`config.mk`:
```
export PLATFORM = sky130hd
export DESIGN_NAME = dmem_arbiter
export DESIGN_NICKNAME = d
export VERILOG_FILES = /design/src/rtl/dmem_arbiter.sv
export SDC_FILE = /design/constraint.sdc
export NUM_CORES = 1
export LEC_CHECK = 0
export CAP_MARGIN = 20
export CORE_AREA = 4 4 248 250
export CTS_BUF_LIST = sky130_fd_sc_hd__clkbuf_2
export DETAILED_ROUTE_END_ITERATION = 6
export DIE_AREA = 0 0 252 254
export PLACE_DENSITY = 0.55
export SLEW_MARGIN = 5
export SYNTH_ARGS = -nofsm -noshare
export SYNTH_HDL_FRONTEND = slang
export SYNTH_SLANG_ARGS = --single-unit
```
`constraint.sdc`:
```
create_clock -name clk -period 3.9 [get_ports clk]
set_input_delay 1.17 -clock clk [delete_from_list [all_inputs] [get_ports clk]]
set_output_delay 1.17 -clock clk [all_outputs]
set_load 0.01 [all_outputs]
```
`src/rtl/dmem_arbiter.sv`:
```
// Shares the single-ported data memory between the core MEM stage (priority) and an
// external valid/ready loader port with bounded starvation. Optional DMEM_ARB_STATS_EN adds counters.
module dmem_arbiter #(
  parameter int unsigned AW       = 64,
  parameter int unsigned DW       = 64,
  parameter int unsigned MAX_WAIT = 4
) (
  input  logic          clk,
  input  logic          reset,
  input  logic [AW-1:0] core_addr,
  input  logic [DW-1:0] core_wdata,
  input  logic          core_rd,
  input  logic          core_wr,
  output logic [DW-1:0] core_rdata,
  output logic          core_stall,
  input  logic          ext_valid,
  output logic          ext_ready,
  input  logic          ext_we,
  input  logic [AW-1:0] ext_addr,
  input  logic [DW-1:0] ext_wdata,
  output logic          ext_ack,
  output logic [DW-1:0] ext_rdata,
  output logic [AW-1:0] mem_addr,
  output logic [DW-1:0] mem_wdata,
  output logic          mem_rd,
  output logic          mem_wr,
  input  logic [DW-1:0] mem_rdata,
  output logic [31:0]   stat_stall_cycles,
  output logic [31:0]   stat_ext_xfers
);

  localparam int unsigned CW = (MAX_WAIT < 1) ? 1 : $clog2(MAX_WAIT + 1);
  localparam logic [CW-1:0] WAIT_LIMIT = CW'(MAX_WAIT);

  typedef enum logic [1:0] {
    IDLE,
    PEND,
    ACK
  } state_t;

  state_t        state, state_nxt;
  logic [CW-1:0] wait_cnt, wait_nxt;
  logic          held_we;
  logic [AW-1:0] held_addr;
  logic [DW-1:0] held_wdata;
  logic          core_req;
  logic          ext_go;
  logic          capture;

  // Handshake outputs are masked during reset so a request dropped by reset never acks.
  always_comb begin
    core_req   = core_rd | core_wr;
    ext_ready  = (state == IDLE) && !reset;
    ext_ack    = (state == ACK) && !reset;
    capture    = ext_ready && ext_valid;
    ext_go     = (state == PEND) && !reset && (!core_req || (wait_cnt == WAIT_LIMIT));
    core_stall = ext_go && core_req;
    core_rdata = mem_rdata;

    mem_addr  = core_addr;
    mem_wdata = core_wdata;
    mem_rd    = core_rd;
    mem_wr    = core_wr;
    if (ext_go) begin
      mem_addr  = held_addr;
      mem_wdata = held_wdata;
      mem_rd    = !held_we;
      mem_wr    = held_we;
    end
  end

  always_comb begin
    state_nxt = state;
    wait_nxt  = wait_cnt;
    case (state)
      IDLE: begin
        if (capture) begin
          state_nxt = PEND;
          wait_nxt  = '0;
        end
      end
      PEND: begin
        if (ext_go) begin
          state_nxt = ACK;
        end else if (wait_cnt != WAIT_LIMIT) begin
          wait_nxt = wait_cnt + 1'b1;
        end
      end
      ACK:     state_nxt = IDLE;
      default: state_nxt = IDLE;
    endcase
  end

  always_ff @(posedge clk) begin
    if (reset) begin
      state      <= IDLE;
      wait_cnt   <= '0;
      held_we    <= 1'b0;
      held_addr  <= '0;
      held_wdata <= '0;
      ext_rdata  <= '0;
    end else begin
      state    <= state_nxt;
      wait_cnt <= wait_nxt;
      if (capture) begin
        held_we    <= ext_we;
        held_addr  <= ext_addr;
        held_wdata <= ext_wdata;
      end
      if (ext_go && !held_we) begin
        ext_rdata <= mem_rdata;
      end
    end
  end

`ifdef DMEM_ARB_STATS_EN
  always_ff @(posedge clk) begin
    if (reset) begin
      stat_stall_cycles <= '0;
      stat_ext_xfers    <= '0;
    end else begin
      if (core_stall) stat_stall_cycles <= stat_stall_cycles + 32'd1;
      if (ext_ack)    stat_ext_xfers    <= stat_ext_xfers + 32'd1;
    end
  end
`else
  assign stat_stall_cycles = '0;
  assign stat_ext_xfers    = '0;
`endif

endmodule

```
* Yosys cells after proc, flatten, opt, wreduce, memory -nomap -nowiden
Cells that the tools add are included.
** Cells by class
- Shift-type cells :: 0
- Reductions and logical operators :: 15
- Div/mod/pow operators :: 0
- Multipliers :: 0
- Multiplexer cells :: 11
- Order comparisons :: 0
- Eq/ne operators :: 8
- Add/subtract/negate cells :: 1
- Bitwise logic cells :: 1
** Operators with widths (count)
- two-way mux 64 bit :: 2
- two-way mux 3 bit :: 3
- logical AND 1 bit :: 7
- inequality test 2 bit, second input constant :: 3
- case mux 3 bit (2 select lines) :: 1
- two-way mux 2 bit :: 2
- case mux 2 bit (2 select lines) :: 1
- AND reduction 4 bit :: 1
- adder 3 x 1 -> 3 bit, second input constant :: 1
- equality test 3 bit, second input constant :: 1
- logical NOT 1 bit :: 3
- inequality test 3 bit, second input constant :: 1
- equality test 2 x 1 -> 1 bit, second input constant :: 1
- equality test 2 bit, second input constant :: 1
- logical NOT 2 bit :: 1
- two-way mux 1 bit :: 2
- inequality test 2 x 1 -> 1 bit, second input constant :: 1
- AND reduction 2 bit :: 1
- nonzero test 2 bit :: 1
- logical OR 1 bit :: 1
- bitwise OR 1 bit :: 1
** Word-level totals
- Bits in latches :: 0
- Logic and storage cells :: 42
- Output and inout port bits :: 325
- Flip-flop bits (word level) :: 198
- Bits in read-only memories :: 0
- Input port bits :: 326
- RAM bits :: 0
- Memories :: 0

* Logic depth before layout (Yosys ltp)
- Word-level depth :: 6
- Depth in mapped cells :: 8
- Gate-level depth less buffers :: 5

* Worst setup path before layout
No wires, ideal clock.
- Path type :: input to output
- From :: input core_wr
- To :: output mem_addr[0]
- Setup slack :: 0.254 ns
- Path buffers :: 3
- Stages :: 6
- Required time :: 2.730 ns
- Arrival :: 2.476 ns
- Cells stage by stage :: a2bb2oi_1 > or3_1 > clkbuf_1 > buf_4 > buf_6 > mux2_1
** Between the ends
- Word-level cells in the longest chain between the ends :: 5
** Ends and longest elaborated chain
- start, declared :: line 13 : input logic core_wr,
- bitwise OR 1 bit :: line 52 : core_req = core_rd | core_wr;
- logical NOT 1 bit :: line 56 : ext_go = (state == PEND) && !reset && (!core_req || (wait_cnt == WAIT_LIMIT));
- logical OR 1 bit :: line 56
- logical AND 1 bit :: line 56
- two-way mux 64 bit :: line 64 : if (ext_go) begin
- end, declared :: line 23 : output logic [AW-1:0] mem_addr,
Every way passes these cells.

* Final worst setup path
- From :: register wait_cnt[1]
- To :: output mem_wdata[61]
** Between the ends
- Word-level cells in the longest chain between the ends :: 4
** Ends and longest elaborated chain
- start, declared :: line 42 : logic [CW-1:0] wait_cnt, wait_nxt;
- start signal, assigned :: line 104 : wait_cnt <= wait_nxt;
- equality test 3 bit :: line 56
- logical OR 1 bit :: line 56
- logical AND 1 bit :: line 56
- two-way mux 64 bit :: line 64
- end, declared :: line 24 : output logic [DW-1:0] mem_wdata,
Every way passes these cells.

==> flow_summary.ini <==
[outcome]
status = complete, but fails checks
violations = setup timing

[logic_synthesis]
synth-main-ff-cell = dfxtp_1
synth-edff-count = 0
ys_types = 32
yosys_warnings = 0
synth_seq_area_share_pct = 38.2
ys_ff_latch = 198
syn_inst = 1175
avgSynthCellArea_sq_um = 8.84
synthesis.area_sq_um = 10400
async_reset_ff_share_pct = 0

[floorplan]
ioPinCount = 651
die_area_sq_um = 64000
die_h_um = 254
core_area_sq_um = 59000
rows = 89
die_x_um = 252
start_util_pct = 17.6

[sta]
skew_ps = 57.5
final_hold_viol_count = 0
fmax_mhz = 245
rsz0062_at_grt = yes
setup_violations = 130
slew_headroom_pct = 39.3
finalSetupTns_ps = -12560
period_minus_slack_ps = 4070
hold_ws_ps = 486
final.period_utilization_pct = 104
slew_viol_final = 0
timing.final.ws_setup_ps = -174
max_slew.worst_pin.slew_ps = 909

[finish]
layout_common_cells = clkdlybuf4s50_1, dfxtp_1, buf_6
areaGrowthSynthToFinish_pct = 72.1
fin_nets = 2003
drive_gt1_share_pct = 22.3
final_common_cell = clkdlybuf4s50_1

[critical_path]
crit_required_ps = 2730
crit_type = flop to output pin
cp.arrival_ps = 2900
rrSetupSlack_ps = 1760
rr_endpoint = wait_cnt[2]
cp_max_fo = 6
reg2reg_from = wait_cnt[1]
worst_setup_path_end_kind = output pin
reg2regPathDepth = 6
crit_path_start_kind = flop

[detailed_routing]
finalWirelength_um = 43800
met3_length_um = 4030
met1Wirelength_um = 17300
highest-signal-layer = met5
drcViolationCount = 0
dr_total_vias = 10101
routed_via_density = 4.10
drt-initial-drc-count = 425
route.met2.wl_um = 21600
postRouteAntennaNets = 0
wl_per_cell_um = 17.8
dr.pass1.iters = 4

[cts]
cts_hold_buffers = 0
clk_pin_slew_ps = 340
cts_made_buffers = 17
cts-root-buf = clkbuf_2
clock_sinks = 198
cts_tree = built
clk_latency_ps = 990
htreeDepth = 4
cts_max_path_buffers = 2

[placement]
portBuffers = 586
dp_hpwl_um = 31700
gp_congestion = 0.850

[min_path]
min_to = ext_rdata[25]
hold_class = flop to flop
worstHoldStart = ext_rdata[25]
hold_path_depth = 2

[global_routing]
antenna_found_initial = 7
grt_pass1_vias = 10246
grt_pass1_wl_um = 62400
grt.overflow.total = 0
grt_max_degree = 111
grt_usage_pct = 12.7

[run]
cap_violations = 0

[pwr]
power.total_mw = 4.75
powerDensity_nw_per_um2 = 266
irDropWorstVdd_mv = 0.180
p_leak_nw = 7.00
-- sequential cells by signal (all words and copies together), names as in the netlist --
register	count
ext_rdata	64
held_addr	64
held_wdata	64
wait_cnt	3
state	2
held_we	1
-- synth_stat cells, types with 2 or more instances --
master | n | area share [%]
ha_1 | 2 | 0.24
nor2_1 | 3 | 0.11
nor3b_1 | 2 | 0.14
buf_2 | 18 | 0.87
clkbuf_1 | 76 | 2.7
nand2_1 | 129 | 4.7
mux2_1 | 77 | 8.3
nand4b_1 | 64 | 5.4
o31ai_1 | 64 | 4.6
buf_1 | 6 | 0.22
buf_4 | 129 | 9.3
nand2b_1 | 130 | 7.8
buf_6 | 8 | 0.87
a21oi_1 | 64 | 3.1
mux2_2 | 53 | 5.7
o21ai_0 | 131 | 6.3
nor3_1 | 2 | 0.096
dfxtp_1 | 198 | 38
nand3_1 | 3 | 0.14
inv_1 | 4 | 0.14
-- metal layers --
layer | global-route usage, % | up-vias
li1 | - | 4889
met1 | 14.3 | 4709
met2 | 22.1 | 447
met3 | 4.94 | 50
met4 | 4.40 | 6
met5 | 0 | -
-- worst max-delay path: stages, from the launching register on --
cell	delay, ps
dfxtp_2	400
inv_2	60
ha_4	140
a2bb2oi_4	90
or3_4	420
buf_12	160
buf_8	130
buf_6	110
mux2_4	300
buf_6	120
-- how the worst max path moves through the flow --
stage	from	to	slack, ps	cells after the start
after floorplan	core_wr	mem_addr[0]	250	6
after global placement	core_wr	mem_wdata[8]	-750	6
after detailed placement	core_wr	mem_wdata[8]	-750	6
after CTS	wait_cnt[1]	mem_wdata[5]	-510	8
after global routing	wait_cnt[1]	mem_wdata[61]	-410	9
final	wait_cnt[1]	mem_wdata[61]	-170	9
-- repair_timing --
item	CTS	global route
setup buffers	15	1
pin swaps	5	3
gates cloned	11	3
hold endpoints to repair	0	0
resized for setup	709	101
endpoints found under the setup margin	131	131
-- layout make-up --
cell class / count / area (sq um)
Sequential cell: 198 / 3970
Inverter: 4 / 15.0
Fill cell: 6176 / 41100
Multi-Input combinational cell: 800 / 5650
Antenna cell: 4 / 10.0
Clock buffer: 17 / 85.1
Clock inverter: 15 / 181
Tap cell: 773 / 967
Timing Repair Buffer: 654 / 6990
-- logic make-up (layout without fill, tap and decap cells) --
group | after synthesis | after routing | share of synthesized area [%]
buffers and inverters | 241 | 690 | 14.2
muxes | 131 | 131 | 14.2
and+or+nand+nor | 338 | 339 | 18.8
AOI/OAI and AO/OA | 264 | 264 | 14.4
DFF | 198 | 198 | 38.2
other | 1 | 68 | 0.0361
adders and majority gates | 2 | 2 | 0.241
-- where the power goes --
group          internal [mW]  switching [mW]  total (mW)
registers               2.16          0.0936        2.26
logic                  0.804           0.549        1.35
clock network          0.279           0.861        1.14
-- through the flow --
stage,setup WS (ps),util [%],cell area [sq um],std cells
detailed placement,-754,27.9,16400,2402
global placement,-752,27.9,16400,2402
floorplan,254,-,10600,1238
global route,-405,30.3,17900,2464
CTS,-506,29.6,17500,2460
finish,-174,30.3,17900,2465
Power figures use the tool's default switching activity.
